$ cat config.mk
export PLATFORM = sky130hd
export DESIGN_NAME = uart_cmd_wrapper
export DESIGN_NICKNAME = d
export VERILOG_FILES = /design/src/rtl/uart_pkg.sv /design/src/rtl/UART.sv /design/src/rtl/uart_rx.sv /design/src/rtl/uart_tx.sv /design/src/rtl/uart_cmd_wrapper.sv
export SDC_FILE = /design/constraint.sdc
export NUM_CORES = 1
export LEC_CHECK = 0
export ABC_CLOCK_PERIOD_IN_PS = 4000
export CAP_MARGIN = 10
export CORE_MARGIN = 3
export CORE_UTILIZATION = 55
export DETAILED_ROUTE_END_ITERATION = 10
export HOLD_SLACK_MARGIN = 0.05
export PLACE_DENSITY = 0.77
export SLEW_MARGIN = 20
export SYNTH_ARGS = -nofsm -noshare
export SYNTH_HDL_FRONTEND = slang
export SYNTH_HIERARCHICAL = 1
export SYNTH_SLANG_ARGS = --single-unit
$ cat constraint.sdc
create_clock -name clk -period 4 [get_ports clk]
set_input_delay 0.6 -clock clk [delete_from_list [all_inputs] [get_ports clk]]
set_output_delay 0.6 -clock clk [all_outputs]
set_load 0.005 [all_outputs]
$ cat src/rtl/uart_pkg.sv
// Shared types and constants for the knight-side UART command link.
package uart_pkg;

    localparam int         BAUD_DIV_DEFAULT = 434;  // 50 MHz / 115200 baud
    localparam logic [7:0] POS_ACK          = 8'hA5;

    typedef enum logic {HIGH = 1'b0, LOW = 1'b1} rx_asm_t;
    typedef enum logic {IDLE = 1'b0, TXING = 1'b1} tx_state_t;
    typedef enum logic {RX_IDLE = 1'b0, RX_RECV = 1'b1} rx_state_t;

endpackage

$ cat src/rtl/UART.sv
// Full-duplex UART: independent receive and transmit paths sharing a baud divisor.
module UART
    import uart_pkg::*;
#(
    parameter int BAUD_DIV = BAUD_DIV_DEFAULT
) (
    input  logic       clk,
    input  logic       rst_n,
    input  logic       i_rx,
    output logic       o_tx,
    output logic [7:0] o_rx_data,
    output logic       o_rdy,
    input  logic       i_clr_rdy,
    output logic       o_start,
    input  logic       i_trmt,
    input  logic [7:0] i_tx_data,
    output logic       o_tx_done
);

    uart_rx #(.BAUD_DIV(BAUD_DIV)) u_rx (
        .clk       (clk),
        .rst_n     (rst_n),
        .i_rx      (i_rx),
        .i_clr_rdy (i_clr_rdy),
        .o_rx_data (o_rx_data),
        .o_rdy     (o_rdy),
        .o_start   (o_start)
    );

    uart_tx #(.BAUD_DIV(BAUD_DIV)) u_tx (
        .clk       (clk),
        .rst_n     (rst_n),
        .i_trmt    (i_trmt),
        .i_tx_data (i_tx_data),
        .o_tx      (o_tx),
        .o_tx_done (o_tx_done)
    );

endmodule

$ cat src/rtl/uart_rx.sv
// 8N1 receiver: 2-flop synchronizer, mid-bit sampling, stop-bit framing check.
module uart_rx
    import uart_pkg::*;
#(
    parameter int BAUD_DIV = BAUD_DIV_DEFAULT
) (
    input  logic       clk,
    input  logic       rst_n,
    input  logic       i_rx,
    input  logic       i_clr_rdy,
    output logic [7:0] o_rx_data,
    output logic       o_rdy,
    output logic       o_start
);

    localparam int CNT_W = $clog2(BAUD_DIV + 1);

    logic             r_sync1;
    logic             r_sync2;
    logic             r_prev;
    rx_state_t        r_state;
    rx_state_t        w_next;
    logic [CNT_W-1:0] r_cnt;
    logic [3:0]       r_bit_cnt;
    logic [7:0]       r_shift;
    logic [7:0]       r_data;
    logic             r_rdy;
    logic             w_fall;
    logic             w_tick;
    logic             w_start;
    logic             w_accept;

    assign w_fall = r_prev & ~r_sync2;
    assign w_tick = (r_cnt == CNT_W'(1));

    // Synchronizer and edge-detect history idle high so reset never fakes a start bit.
    always_ff @(posedge clk or negedge rst_n) begin
        if (!rst_n) begin
            r_sync1 <= 1'b1;
            r_sync2 <= 1'b1;
            r_prev  <= 1'b1;
        end else begin
            r_sync1 <= i_rx;
            r_sync2 <= r_sync1;
            r_prev  <= r_sync2;
        end
    end

    always_ff @(posedge clk or negedge rst_n) begin
        if (!rst_n) r_state <= RX_IDLE;
        else        r_state <= w_next;
    end

    always_comb begin
        w_next   = r_state;
        w_start  = 1'b0;
        w_accept = 1'b0;
        case (r_state)
            RX_IDLE: begin
                if (w_fall) begin
                    w_start = 1'b1;
                    w_next  = RX_RECV;
                end
            end
            RX_RECV: begin
                if (w_tick && (r_bit_cnt == 4'd9)) begin
                    w_accept = r_sync2;
                    w_next   = RX_IDLE;
                end
            end
            default: w_next = RX_IDLE;
        endcase
    end

    // Nine shifts (start + 8 data) push the start bit out, leaving the data byte.
    always_ff @(posedge clk or negedge rst_n) begin
        if (!rst_n) begin
            r_cnt     <= '0;
            r_bit_cnt <= '0;
            r_shift   <= '0;
            r_data    <= '0;
        end else begin
            if (w_start) begin
                r_cnt     <= CNT_W'(BAUD_DIV / 2);
                r_bit_cnt <= '0;
            end else if (r_state == RX_RECV) begin
                if (w_tick) begin
                    r_cnt     <= CNT_W'(BAUD_DIV);
                    r_bit_cnt <= r_bit_cnt + 4'd1;
                    if (r_bit_cnt != 4'd9) r_shift <= {r_sync2, r_shift[7:1]};
                end else begin
                    r_cnt <= r_cnt - CNT_W'(1);
                end
            end
            if (w_accept) r_data <= r_shift;
        end
    end

    always_ff @(posedge clk or negedge rst_n) begin
        if (!rst_n)         r_rdy <= 1'b0;
        else if (w_accept)  r_rdy <= 1'b1;
        else if (i_clr_rdy) r_rdy <= 1'b0;
    end

    assign o_rx_data = r_data;
    assign o_rdy     = r_rdy;
    assign o_start   = w_start;

endmodule

$ cat src/rtl/uart_tx.sv
// 8N1 transmitter: 10-bit frame shifter clocked by a baud down-counter.
module uart_tx
    import uart_pkg::*;
#(
    parameter int BAUD_DIV = BAUD_DIV_DEFAULT
) (
    input  logic       clk,
    input  logic       rst_n,
    input  logic       i_trmt,
    input  logic [7:0] i_tx_data,
    output logic       o_tx,
    output logic       o_tx_done
);

    localparam int CNT_W = $clog2(BAUD_DIV + 1);

    tx_state_t        r_state;
    tx_state_t        w_next;
    logic [CNT_W-1:0] r_cnt;
    logic [3:0]       r_bit_cnt;
    logic [9:0]       r_shift;
    logic             r_tx_done;
    logic             w_tick;
    logic             w_load;
    logic             w_finish;

    assign w_tick = (r_cnt == CNT_W'(1));

    always_ff @(posedge clk or negedge rst_n) begin
        if (!rst_n) r_state <= IDLE;
        else        r_state <= w_next;
    end

    always_comb begin
        w_next   = r_state;
        w_load   = 1'b0;
        w_finish = 1'b0;
        case (r_state)
            IDLE: begin
                if (i_trmt) begin
                    w_load = 1'b1;
                    w_next = TXING;
                end
            end
            TXING: begin
                if (w_tick && (r_bit_cnt == 4'd9)) begin
                    w_finish = 1'b1;
                    w_next   = IDLE;
                end
            end
            default: w_next = IDLE;
        endcase
    end

    // Shifter resets to all ones and refills with ones, so its LSB is the idle-high line.
    always_ff @(posedge clk or negedge rst_n) begin
        if (!rst_n) begin
            r_shift   <= '1;
            r_cnt     <= '0;
            r_bit_cnt <= '0;
        end else if (w_load) begin
            r_shift   <= {1'b1, i_tx_data, 1'b0};
            r_cnt     <= CNT_W'(BAUD_DIV);
            r_bit_cnt <= '0;
        end else if (r_state == TXING) begin
            if (w_tick) begin
                r_shift   <= {1'b1, r_shift[9:1]};
                r_cnt     <= CNT_W'(BAUD_DIV);
                r_bit_cnt <= r_bit_cnt + 4'd1;
            end else begin
                r_cnt <= r_cnt - CNT_W'(1);
            end
        end
    end

    always_ff @(posedge clk or negedge rst_n) begin
        if (!rst_n)        r_tx_done <= 1'b0;
        else if (w_load)   r_tx_done <= 1'b0;
        else if (w_finish) r_tx_done <= 1'b1;
    end

    assign o_tx      = r_shift[0];
    assign o_tx_done = r_tx_done;

endmodule

$ cat src/rtl/uart_cmd_wrapper.sv
// Assembles two received bytes (high first) into a 16-bit command; forwards responses to TX.
module uart_cmd_wrapper
    import uart_pkg::*;
#(
    parameter int BAUD_DIV = BAUD_DIV_DEFAULT
) (
    input  logic        clk,
    input  logic        rst_n,
    input  logic        RX,
    output logic        TX,
    output logic [15:0] cmd,
    output logic        cmd_rdy,
    input  logic        clr_cmd_rdy,
    input  logic [7:0]  resp,
    input  logic        trmt,
    output logic        tx_done
);

    rx_asm_t     r_state;
    rx_asm_t     w_next;
    logic [15:0] r_cmd;
    logic        r_cmd_rdy;
    logic [7:0]  w_rx_data;
    logic        w_rx_rdy;
    logic        w_rx_start;
    logic        w_hi_en;
    logic        w_lo_en;

    UART #(.BAUD_DIV(BAUD_DIV)) u_uart (
        .clk       (clk),
        .rst_n     (rst_n),
        .i_rx      (RX),
        .o_tx      (TX),
        .o_rx_data (w_rx_data),
        .o_rdy     (w_rx_rdy),
        .i_clr_rdy (w_rx_rdy),
        .o_start   (w_rx_start),
        .i_trmt    (trmt),
        .i_tx_data (resp),
        .o_tx_done (tx_done)
    );

    always_ff @(posedge clk or negedge rst_n) begin
        if (!rst_n) r_state <= HIGH;
        else        r_state <= w_next;
    end

    always_comb begin
        w_next  = r_state;
        w_hi_en = 1'b0;
        w_lo_en = 1'b0;
        case (r_state)
            HIGH: begin
                if (w_rx_rdy) begin
                    w_hi_en = 1'b1;
                    w_next  = LOW;
                end
            end
            LOW: begin
                if (w_rx_rdy) begin
                    w_lo_en = 1'b1;
                    w_next  = HIGH;
                end
            end
            default: w_next = HIGH;
        endcase
    end

    always_ff @(posedge clk or negedge rst_n) begin
        if (!rst_n) begin
            r_cmd <= 16'h0000;
        end else begin
            if (w_hi_en) r_cmd[15:8] <= w_rx_data;
            if (w_lo_en) r_cmd[7:0]  <= w_rx_data;
        end
    end

    // Completion beats any clear arriving in the same cycle.
    always_ff @(posedge clk or negedge rst_n) begin
        if (!rst_n)
            r_cmd_rdy <= 1'b0;
        else if (w_lo_en)
            r_cmd_rdy <= 1'b1;
        else if (clr_cmd_rdy || (w_rx_start && (r_state == HIGH)))
            r_cmd_rdy <= 1'b0;
    end

    assign cmd     = r_cmd;
    assign cmd_rdy = r_cmd_rdy;

endmodule

After elaboration in Yosys (flattened, before gate mapping). Index checks and enable logic that the tools add are counted.

$add $sub $neg: 4. Equal/unequal tests: 5. Mux-type cells: 37. Bitwise gates (word level): 6. Reductions and logical operators: 13.

Operators by type and width (number): 9-bit 2-to-1 mux (6); 10-bit 2-to-1 mux (3); 4-bit 2-to-1 mux (6); 1-bit 2-to-1 mux (19); 9-bit by 1-bit == test with 1-bit output, second input constant (2); 9-bit by 1-bit subtractor with 9-bit output, second input constant (2); 2-bit nonzero test (6); 4-bit by 1-bit adder with 4-bit output, second input constant (2); 4-bit == test, second input constant (2); 1-bit one-hot mux with 2 select lines (3); 1-bit NOT (5); 4-bit inequality test, second input constant (1); 2-bit AND reduction (2); 4-bit AND reduction (1); 1-bit logical AND (3); 1-bit AND (1); 1-bit logical OR (1).

Register bits: 77. Bits of input ports: 13. Output and inout port bits: 19. Word-level logic and storage cells: 83.

Logic depth before layout (Yosys ltp). Gate-level depths: netlist of run 1.

Depth in word-level cells: 8. Gate-level depth with buffers: 7. Mapped depth without buffers: 6.

By module. The synthesis of run 1 kept the hierarchy.

By module, submodules not included: uart_rx (instances 1, cells each 126, area each 1560.2 um2, sequential area each 854.6 um2); uart_tx (instances 1, cells each 114, area each 1247.4 um2, sequential area each 611.8 um2); uart_cmd_wrapper (instances 1, cells each 43, area each 764.5 um2, sequential area each 450.4 um2).

Worst setup path before layout of run 1. OpenSTA, ideal clock, no wires.

Kind: register to register. Start point: register u_uart.u_rx.r_cnt[3]. End point: register u_uart.u_rx.r_data[0], in the netlist u_uart/u_rx/o_rx_data[0]. Setup time: 0.125 ns. Arrival: 1.675 ns. Data required time: 3.875 ns. Setup slack: 2.200 ns. Stages on the path, launching flop included: 6. Buffers on the path: 1. Clock period less this slack: 1.800 ns. Path through: dfrtp_1 nor4_4 nand2b_1 or3_1 buf_6 mux2_4.

Word-level cells in the longest chain between the ends: 4.

RTL lines: start, declared (line uart_rx.sv:23) `logic [CNT_W-1:0] r_cnt;`; start signal, assigned (line uart_rx.sv:84) `r_cnt <= CNT_W'(BAUD_DIV / 2);`; start signal, assigned (line uart_rx.sv:88) `r_cnt <= CNT_W'(BAUD_DIV);`; start signal, assigned (line uart_rx.sv:92) `r_cnt <= r_cnt - CNT_W'(1);`; 9-bit by 1-bit == test with 1-bit output (line uart_rx.sv:34) `assign w_tick = (r_cnt == CNT_W'(1));`; 1-bit logical AND (line uart_rx.sv:66) `if (w_tick && (r_bit_cnt == 4'd9)) begin`; 1-bit 2-to-1 mux (line uart_rx.sv:66); 1-bit 2-to-1 mux (line uart_rx.sv:58) `case (r_state)`; end signal, assigned (line uart_rx.sv:95) `if (w_accept) r_data <= r_shift;`; end, declared (line uart_rx.sv:26) `logic [7:0] r_data;`.

Every way passes these cells. A chain may end at the register's enable or synchronous reset.

Worst setup path in the final report of run 1.
Start point: register u_uart.u_rx.r_cnt[2]. End point: register u_uart.u_rx.r_data[0], in the netlist u_uart/u_rx/o_rx_data[0].

Same word-level chain as after synthesis.

==> run metrics, run 1 <==
outcome completed; synth top area cells dfrtp_1 (45%), mux2_4 (10%), dfstp_2 (8.8%); Hold Crit Class input pin to async pin; Die Wd 86.6 um; Area growth syn-to-layout 15.6%; setup TNS 0 ps; first-pass GRT wire length roughly 11 mm; CP arrival ~2400 ps; Placed Area between 3000 and 4000 um^2; drt via density 5.77; initial detailed-routing violation count 117; initial antenna violation count 0; Pleak between 0.0015 and 0.002 uW; largest net degree at the start of global routing 77; XOR/XNOR Fraction of Synth Area under 10%; die height roughly 87 um; post-synth net total a little over 300; Post-synth ARST share 100%; crit-path max FO 9; cell taking the most area after synthesis dfrtp_1; flops & latches, synth 76; final WL between 6 and 7 mm; Gate Count Post-Synth between 200 and 300; CTS Buf Count 9; die area approximately 7500 um^2; Synth Area in Compound Gates 12.6%; WS Path Type register to register; Startpoint Class register; Bufs on Longest Clock Path 2; r2r startpoint u_uart/u_rx/r_cnt[2]$_DFFE_PN0P_; # setup viols final 0; multiplexer area fraction after synthesis 13.5%; worst-skew pair later-pin latency 350 ps; Mean Syn Cell Area between 10 and 15 um^2; Worst R2R End u_uart/u_rx/o_rx_data[0]$_DFFE_PN0P_; # port buffers 31; CP required ~4200 ps; area of the core roughly 6100 um^2; Initial Util approximately 60%; Hold Vio Cnt, Final 0; Root Driver clkbuf_8; Synth Area in Simple Gates ~11%; Synth cell types 53; max_slew headroom between 30% and 40%; global route total overflow 0; H-tree depth 3; top-count cell post-synth dfrtp_1; worst reg2reg setup slack between 1500 and 2000 ps; Worst Setup End Kind register; GRT met1 Usage 25.6%; adder-cell share of the synthesized area ~3.5%; CTS resizes 0; final-stage net count 339; combinational family with the most area after synthesis multiplexers; DRT Pass-1 Iters 4; worst slew pin tran between 900 and 1000 ps; Most Crowded Layer GR met2; met2 GRT Util between 20% and 30%; Synth Cell Area between 3000 and 4000 um^2; Final Cycle Share 53.8%; clock-pin transition on the worst setup and hold timing paths approximately 80 ps; row count 28; Period minus WS final between 2000 and 2500 ps; M3 GR Usage under 10%; share of cells above drive strength 1 about a quarter; antenna cells 0; Critical Path Source u_uart/u_rx/r_cnt[2]$_DFFE_PN0P_; post-synthesis sequential area ratio about 54%; Synth warnings 6; drt wl/cell ~16 um; Sink Count 76; number of max-slew violations in the final report 0; clk_skew ~12 ps; DRT antenna net count 0; Pwr per Cell Area just over 500 nW/um^2; MaxCap Viol Count 0; VDD IR max 0.368 mV; gpl congestion around 0.88; post-CTS setup buffers 0; top cell type's share of synthesized area around 45%; CTS tree done; via count roughly 2300; drc violations 0; EDFF count, synth 0; Main synth FF type dfrtp_1; vias in the first global route ~2300; dpl hpwl roughly 4.3 mm; I/O pins 32; Total GRT Usage 19.0%; CTS Hold Bufs 0; Max Freq ~460 MHz; synth cell count leaders dfrtp_1 (64), mux2_4 (24), inv_1 (17), nand2_1 (17), o21ai_0 (16); RSZ-0062 raised after global routing no; fin area approximately 4100 um^2; cell depth of the worst flop-to-flop path 4
-- sequential cells by signal, indices dropped and copies added (netlist names), 4 cells and up --
| name | flops |
|---|---|
| cmd | 16 |
| u_uart/u_rx/o_rx_data | 8 |
| u_uart/u_rx/r_bit_cnt | 4 |
| u_uart/u_rx/r_cnt | 9 |
| u_uart/u_rx/r_shift | 8 |
| u_uart/u_tx/r_bit_cnt | 4 |
| u_uart/u_tx/r_cnt | 9 |
| u_uart/u_tx/r_shift | 9 |
-- layout make-up --
type	count	area [um^2]
Clock inverter	5	83.8
Clock buffer	11	151
Timing Repair Buffer	31	308
Multi-Input combinational cell	181	1510
Sequential cell	76	1920
Tap cell	75	93.8
Fill cell	429	1970
Inverter	17	63.8
-- where the power goes --
group / switching [uW] / internal [uW]
sequential: 166 / 896
clock: 286 / 386
combinational: 190 / 191
total: 642 / 1470
-- metrics by stage --
stage / cells / hold slack [ps] / utilization [%] / setup slack, ps / total power [uW]
finish: 396 / 358 / 67.7 / 1850 / 2110
global route: 396 / 367 / 67.7 / 1790 / 2220
global placement: 380 / 346 / 63.9 / 1640 / 1420
CTS: 396 / 359 / 67.7 / 1890 / 2120
detailed placement: 380 / 349 / 63.9 / 1620 / 1450
floorplan: 283 / 304 / - / 2200 / 1330
-- cells by family after synthesis --
family,after synthesis
AND/OR/NAND/NOR,67
adder cells (fa/ha/maj),10
buffers and inverters,26
XOR/XNOR,5
multiplexers,35
flip-flops,76
AO/OA/AOI/OAI,64
-- worst max-delay path by stage --
stage                                      endpoint  slack, ps  cells after the start
2_1_floorplan  u_uart/u_rx/o_rx_data[0]$_DFFE_PN0P_       2200                      5
3_3_place_gp   u_uart/u_tx/r_bit_cnt[0]$_DFFE_PN0P_       1640                      4
3_5_place_dp   u_uart/u_tx/r_bit_cnt[0]$_DFFE_PN0P_       1620                      4
4_1_cts        u_uart/u_rx/o_rx_data[0]$_DFFE_PN0P_       1890                      4
5_1_grt        u_uart/u_rx/o_rx_data[0]$_DFFE_PN0P_       1790                      4
6_report       u_uart/u_rx/o_rx_data[0]$_DFFE_PN0P_       1850                      4
-- cells in the final DEF, fill, tap and decap left out, types with 2 or more instances in the layout --
cell type	count
nand3_1	6
nor4_1	2
nand2_1	17
nand3b_1	2
or3_1	3
o31a_1	2
a22o_1	12
o21ai_1	5
bufinv_16	2
nor2_1	10
a31o_2	2
a31oi_1	4
nand2b_1	4
o41ai_1	2
nor3_1	2
nor4_2	2
clkinvlp_4	2
clkbuf_8	11
a21o_1	8
mux2_2	9
dfrtp_1	64
a21oi_1	5
ha_1	10
dfstp_2	12
xnor2_1	4
nand4_1	4
o21ai_0	16
mux2_4	24
clkdlybuf4s50_1	30
o31ai_1	2
nor2b_1	2
inv_1	17
-- worst max-delay path, stage by stage, from the launching register on --
cell	delay (ps)
dfrtp_1	490
nor4_4	440
nand2b_1	100
or3_1	610
mux2_4	390
-- per-layer routing --
metal / vias up / part of all wire, % / wire length, um
li1: 1086 / - / -
met2: 40 / 47 / 3010
met5: - / 0 / 0
met1: 1150 / 48 / 3080
met4: 0 / 2.1 / 136
met3: 9 / 3.4 / 222
Power figures use the tool's default switching activity.
==> run 2: changes to the inputs <==
--- a/config.mk
+++ b/config.mk
@@ -5,7 +5,7 @@
 export SDC_FILE = /design/constraint.sdc
 export NUM_CORES = 1
 export LEC_CHECK = 0
-export ABC_CLOCK_PERIOD_IN_PS = 4000
+export ABC_CLOCK_PERIOD_IN_PS = 2200
 export CAP_MARGIN = 10
 export CORE_MARGIN = 3
 export CORE_UTILIZATION = 55
==> constraint.sdc (replaced) <==
create_clock -name clk -period 2.2 [get_ports clk]
set_input_delay 0.33 -clock clk [delete_from_list [all_inputs] [get_ports clk]]
set_output_delay 0.33 -clock clk [all_outputs]
set_load 0.005 [all_outputs]
==> run 2 against run 1 <==
Die area unchanged. Routed wire length grew 4.3%. Combinational power grew 87%. Cell area rose by 1.5%. Largest cell class unchanged. Non-clock buffer count is 10 higher. First-iteration DRC count decreased by 27%. Worst hold slack improved by 0.58 ps. Sequential power is 80% higher. Cell count increased by 2.5%. Flip-flop and latch count is the same.
==> run metrics, run 2 (same netlist as run 1, synthesis figures left out) <==
CTS Buf Count 9; # setup viols final 0; largest net degree at the start of global routing 52; setup TNS 0 ps; crit-path max FO 9; Die Wd ~87 um; post-CTS setup buffers 0; Reg power frac slightly above 50%; RSZ-0062 raised after global routing no; initial detailed-routing violation count 85; DRT Pass-1 Iters 4; drc violations 0; drt wl/cell between 15 and 20 um; Hold Slack about 360 ps; first-pass GRT wire length ~12 mm; max reg flops 16; via count about 2300; Area growth syn-to-layout 17.3%; H-tree depth 3; Worst Setup End Kind register; MaxCap Viol Count 0; vias in the first global route between 2000 and 2500; VDD IR max about 0.74 mV; drt via density ~5.8; gpl congestion around 0.82; Total GRT Usage about a fifth; combinational power share between 10% and 20%; commonest cells after routing, fill and taps aside dfrtp_1 (64), clkdlybuf4s50_1 (30), mux2_4 (24); antenna cells 0; Period minus WS final 2000 ps; Hold Vio Cnt, Final 0; final-stage net count roughly 350; Pleak ~0.0019 uW; CP arrival approximately 2200 ps; number of max-slew violations in the final report 0; Hold Crit Class register to register; initial antenna violation count 0; Initial Util approximately three fifths; area of the core just over 6000 um^2; worst slew pin tran between 600 and 700 ps; global route total overflow 0; CP required 2430 ps; Bufs on Longest Clock Path 2; Sink Count between 70 and 80; CTS resizes 0; Clock Power Share 30.9%; row count 28; CTS Hold Bufs 1; Max Freq about 500 MHz; Final Cycle Share about nine tenths; max_slew headroom roughly 55%; switching share of power roughly 30%; # port buffers 31; dpl hpwl 4.63 mm; final WL 6.72 mm; Pint roughly 2700 uW; share of cells above drive strength 1 about a quarter; clk_skew 3.46 ps; Startpoint Class register; WS Path Type register to register; Pwr per Cell Area a little over 900 nW/um^2; commonest non-fill, non-tap cell in the layout dfrtp_1; worst-skew pair later-pin latency around 350 ps; clock-pin transition on the worst setup and hold timing paths ~70 ps; P_sw approximately 1100 uW; CTS tree done; die area about 7500 um^2; DRT antenna net count 0; Root Driver clkbuf_8; outcome completed; die height around 87 um; I/O pins 32
==> run 2: changes by cell type in the layout (fill, tap and decap cells not counted) <==
cell and change:
clkinv_4 -1, clkbuf_8 -1, clkbuf_1 +2, buf_4 +9
dlygate4sd3_1 +1, clkinv_2 +1, clkinvlp_4 -1
==> run 2: path summary, 6_finish.rpt <==
check	startpoint	endpoint	slack [ps]	depth (start not counted)
hold reg to reg	u_uart/u_rx/r_sync1$_DFF_PN1_	u_uart/u_rx/r_sync2$_DFF_PN1_	360	0
max in group asynchronous	rst_n	u_uart/u_tx/r_shift[5]$_DFFE_PN1P_	980	3
setup reg to reg	u_uart/u_rx/r_bit_cnt[1]$_DFFE_PN0P_	u_uart/u_rx/o_rx_data[1]$_DFFE_PN0P_	200	6
setup / recovery	u_uart/u_rx/r_bit_cnt[1]$_DFFE_PN0P_	u_uart/u_rx/o_rx_data[1]$_DFFE_PN0P_	200	6
hold / removal	u_uart/u_rx/r_sync1$_DFF_PN1_	u_uart/u_rx/r_sync2$_DFF_PN1_	360	0
min in group asynchronous	rst_n	u_uart/u_tx/r_cnt[2]$_DFFE_PN0P_	540	2
==> run 2: power by group through the flow <==
stage / sequential (uW) / clock (uW) / combinational (uW)
after floorplan: 1880 / 0 / 529
after global placement: 1920 / 0 / 680
after detailed placement: 1940 / 0 / 701
after CTS: 1910 / 1190 / 714
after global routing: 1950 / 1260 / 812
final: 1910 / 1170 / 709
==> run 2: final cells by class <==
cell class,count,area (um^2)
clock buffers,12,145
clock inverters,4,72.6
flip-flops and latches,76,1920
repair buffers,41,385
inverters,17,63.8
fillers,441,1910
multi-input cells,181,1510
well taps,75,93.8
==> run 2: layer usage <==
layer	track usage, %	part of all wire (%)	up-vias
li1	-	-	1107
met5	0	0	-
met3	5.61	3.3	9
met4	7.51	1.6	0
met2	32.1	49	35
met1	26.7	46	1188
==> run 2: critical path, stage by stage (launching register included) <==
cell and delay (ps):
dfrtp_1 410, inv_1 70, ha_1 140, nand3b_1 130, nand2b_1 180, or3_1 580, mux2_4 380
==> run 2: per-stage QoR <==
step / worst slack (ps) / util, % / power, uW / cells / cell area (um^2)
6_report: 195 / 68.7 / 3800 / 406 / 4190
5_1_grt: 66.8 / 68.7 / 4020 / 406 / 4190
4_1_cts: 194 / 68.7 / 3820 / 406 / 4190
3_5_place_dp: 217 / 65.0 / 2640 / 389 / 3960
3_3_place_gp: 296 / 65.0 / 2600 / 389 / 3960
2_1_floorplan: 400 / - / 2410 / 283 / 3570
==> run 3: changes to the inputs <==
--- a/config.mk
+++ b/config.mk
@@ -8,10 +8,10 @@
 export ABC_CLOCK_PERIOD_IN_PS = 2200
 export CAP_MARGIN = 10
 export CORE_MARGIN = 3
-export CORE_UTILIZATION = 55
+export CORE_UTILIZATION = 50
 export DETAILED_ROUTE_END_ITERATION = 10
 export HOLD_SLACK_MARGIN = 0.05
-export PLACE_DENSITY = 0.77
+export PLACE_DENSITY = 0.71
 export SLEW_MARGIN = 20
 export SYNTH_ARGS = -nofsm -noshare
 export SYNTH_HDL_FRONTEND = slang
==> run 3 against run 2 <==
Cell area increased by 0.87%. Utilization decreased by 7.2 points. Total power increased by 1.5%. Routed wire length decreased by 2.8%. Critical path type unchanged. Combinational power about the same. Largest cell class unchanged. Register-to-register slack improved by 40 ps. Die area increased by 9.3%. Sequential share of layout area decreased by 0.39 points.
==> run metrics, run 3 (same netlist as run 1, synthesis figures left out) <==
outcome completed; clock-pin transition on the worst setup and hold timing paths 80 ps; fin cells 425; share of cells above drive strength 1 approximately 26%; Layout fillers approximately 540; # port buffers 31; drt via density about 5.4; Initial Util a little over half; max_slew headroom between 50% and 60%; die height 90.5 um; # setup viols final 0; Root Driver clkbuf_8; P_sw ~1200 uW; number of max-slew violations in the final report 0; final WL roughly 6.5 mm; antenna cells 0; CTS tree done; Max Freq between 500 and 600 MHz; first-pass GRT wire length 11.4 mm; area of the core approximately 7000 um^2; fin worst setup slack ~240 ps; gpl congestion between 0.8 and 0.9; worst slew pin tran around 630 ps; crit-path max FO 9; Worst Setup End Kind register; CP required approximately 2400 ps; H-tree depth 3; max reg flops 16; initial detailed-routing violation count 78; Die Wd slightly above 90 um; Reg power frac 49.9%; Pint roughly 2700 uW; DRT Pass-1 Iters 4; CP arrival about 2200 ps; via count ~2300; Period minus WS final slightly below 2000 ps; worst-skew pair later-pin latency 340 ps; initial antenna violation count 0; Total GRT Usage between 15 and 20%; MaxCap Viol Count 0; Clock Power Share 31.6%; HP Start u_uart/u_rx/r_sync1$_DFF_PN1_; Final Cycle Share around nine tenths; clk_skew between 10 and 15 ps; DRT antenna net count 0; drc violations 0; Sink Count 76; Startpoint Class register; WS Path Type register to register; placed cell count a little over 400; crit path cell chain inv_1 > ha_1 > nand3b_1 > nand2b_1 > or3_1 > mux2_4; CTS Buf Count 9; RSZ-0062 raised after global routing no; Area growth syn-to-layout 18.3%; commonest non-fill, non-tap cell in the layout dfrtp_1; Critical Path Source u_uart/u_rx/r_bit_cnt[1]$_DFFE_PN0P_; commonest cells after routing, fill and taps aside dfrtp_1 (64), clkdlybuf4s50_1 (30), mux2_4 (24); Core Util, Final around 60%; Crit-path slowest cell or3_1; vias in the first global route 2400; row count 30; Pwr per Cell Area 912 nW/um^2; Hold Vio Cnt, Final 0; global route total overflow 0; combinational power share a little under a fifth; max incr delay on CP about 600 ps; Pleak ~0.0019 uW; final-stage net count between 300 and 400; die area 8190 um^2; VDD IR max slightly below 0.5 mV; Hold Crit Class register to register; worst slack at placement between 200 and 250 ps; r2r startpoint u_uart/u_rx/r_bit_cnt[1]$_DFFE_PN0P_; Bufs on Longest Clock Path 2; drt wl/cell roughly 15 um; dpl hpwl between 4 and 5 mm; switching share of power roughly 31%; I/O pins 32; setup TNS 0 ps; largest net degree at the start of global routing a little under 50
==> run 3: cell count changes in the layout (fill, tap and decap cells not counted), sizes merged <==
cell      before  now
inv           17   21
clkinvlp       1    0
buf           10    8
clkbuf        12    9
==> run 3: worst paths after layout <==
check                                                             to  slack (ps)  cells past startpoint
min in group asynchronous           u_uart/u_tx/r_cnt[7]$_DFFE_PN0P_         450                      2
worst min-delay path                   u_uart/u_rx/r_sync2$_DFF_PN1_         370                      0
worst max register to register  u_uart/u_rx/o_rx_data[2]$_DFFE_PN0P_         240                      6
worst min register to register         u_uart/u_rx/r_sync2$_DFF_PN1_         370                      0
worst max-delay path            u_uart/u_rx/o_rx_data[2]$_DFFE_PN0P_         240                      6
max in group asynchronous              u_uart/u_rx/r_sync1$_DFF_PN1_        1120                      3
==> run 3: stage by stage <==
stage / power (uW) / cell area (um^2) / hold WS (ps)
6_report: 3850 / 4230 / 365
2_1_floorplan: 2410 / 3570 / 34.4
5_1_grt: 4080 / 4230 / 370
3_3_place_gp: 2610 / 3990 / 280
4_1_cts: 3890 / 4230 / 364
3_5_place_dp: 2660 / 3990 / 280
==> run 3: critical path, delay by kind of cell (launching register included) <==
kind	cells	cell delay, ps
flip-flops	1	420
adder cells (fa/ha/maj)	1	130
buffers and inverters	1	70
multiplexers	1	380
AND/OR/NAND/NOR	3	860
==> run 3: area by class of cell <==
cell class / instances / area (um^2) / area share [%]
sequential: 76 / 1920 / 45.4
multi-input combinational: 181 / 1510 / 35.8
timing repair buffer: 39 / 383 / 9.06
clock buffer: 9 / 124 / 2.93
tap: 96 / 120 / 2.84
clock inverter: 7 / 106 / 2.52
inverter: 17 / 63.8 / 1.51
==> run 3: power groups by stage <==
stage | sequential [uW] | clock (uW) | combinational [uW]
2_1_floorplan | 1880 | 0 | 529
3_3_place_gp | 1930 | 0 | 685
3_5_place_dp | 1950 | 0 | 708
5_1_grt | 1960 | 1310 | 808
4_1_cts | 1920 | 1250 | 719
6_report | 1920 | 1220 | 712
==> run 3: metal layers <==
| metal | vias up | global-route usage, % | part of all wire [%] |
|---|---|---|---|
| met5 | - | 0 | 0 |
| met2 | 36 | 27.2 | 49 |
| met3 | 4 | 3.83 | 3.1 |
| li1 | 1100 | - | - |
| met4 | 0 | 5.48 | 0.43 |
| met1 | 1159 | 22.7 | 48 |
==> run 3: timing repair <==
action	4_1_cts	5_1_grt
endpoints found under the hold margin	19	0
buffers inserted	0	0
resized for setup	0	0
hold buffers	1	0
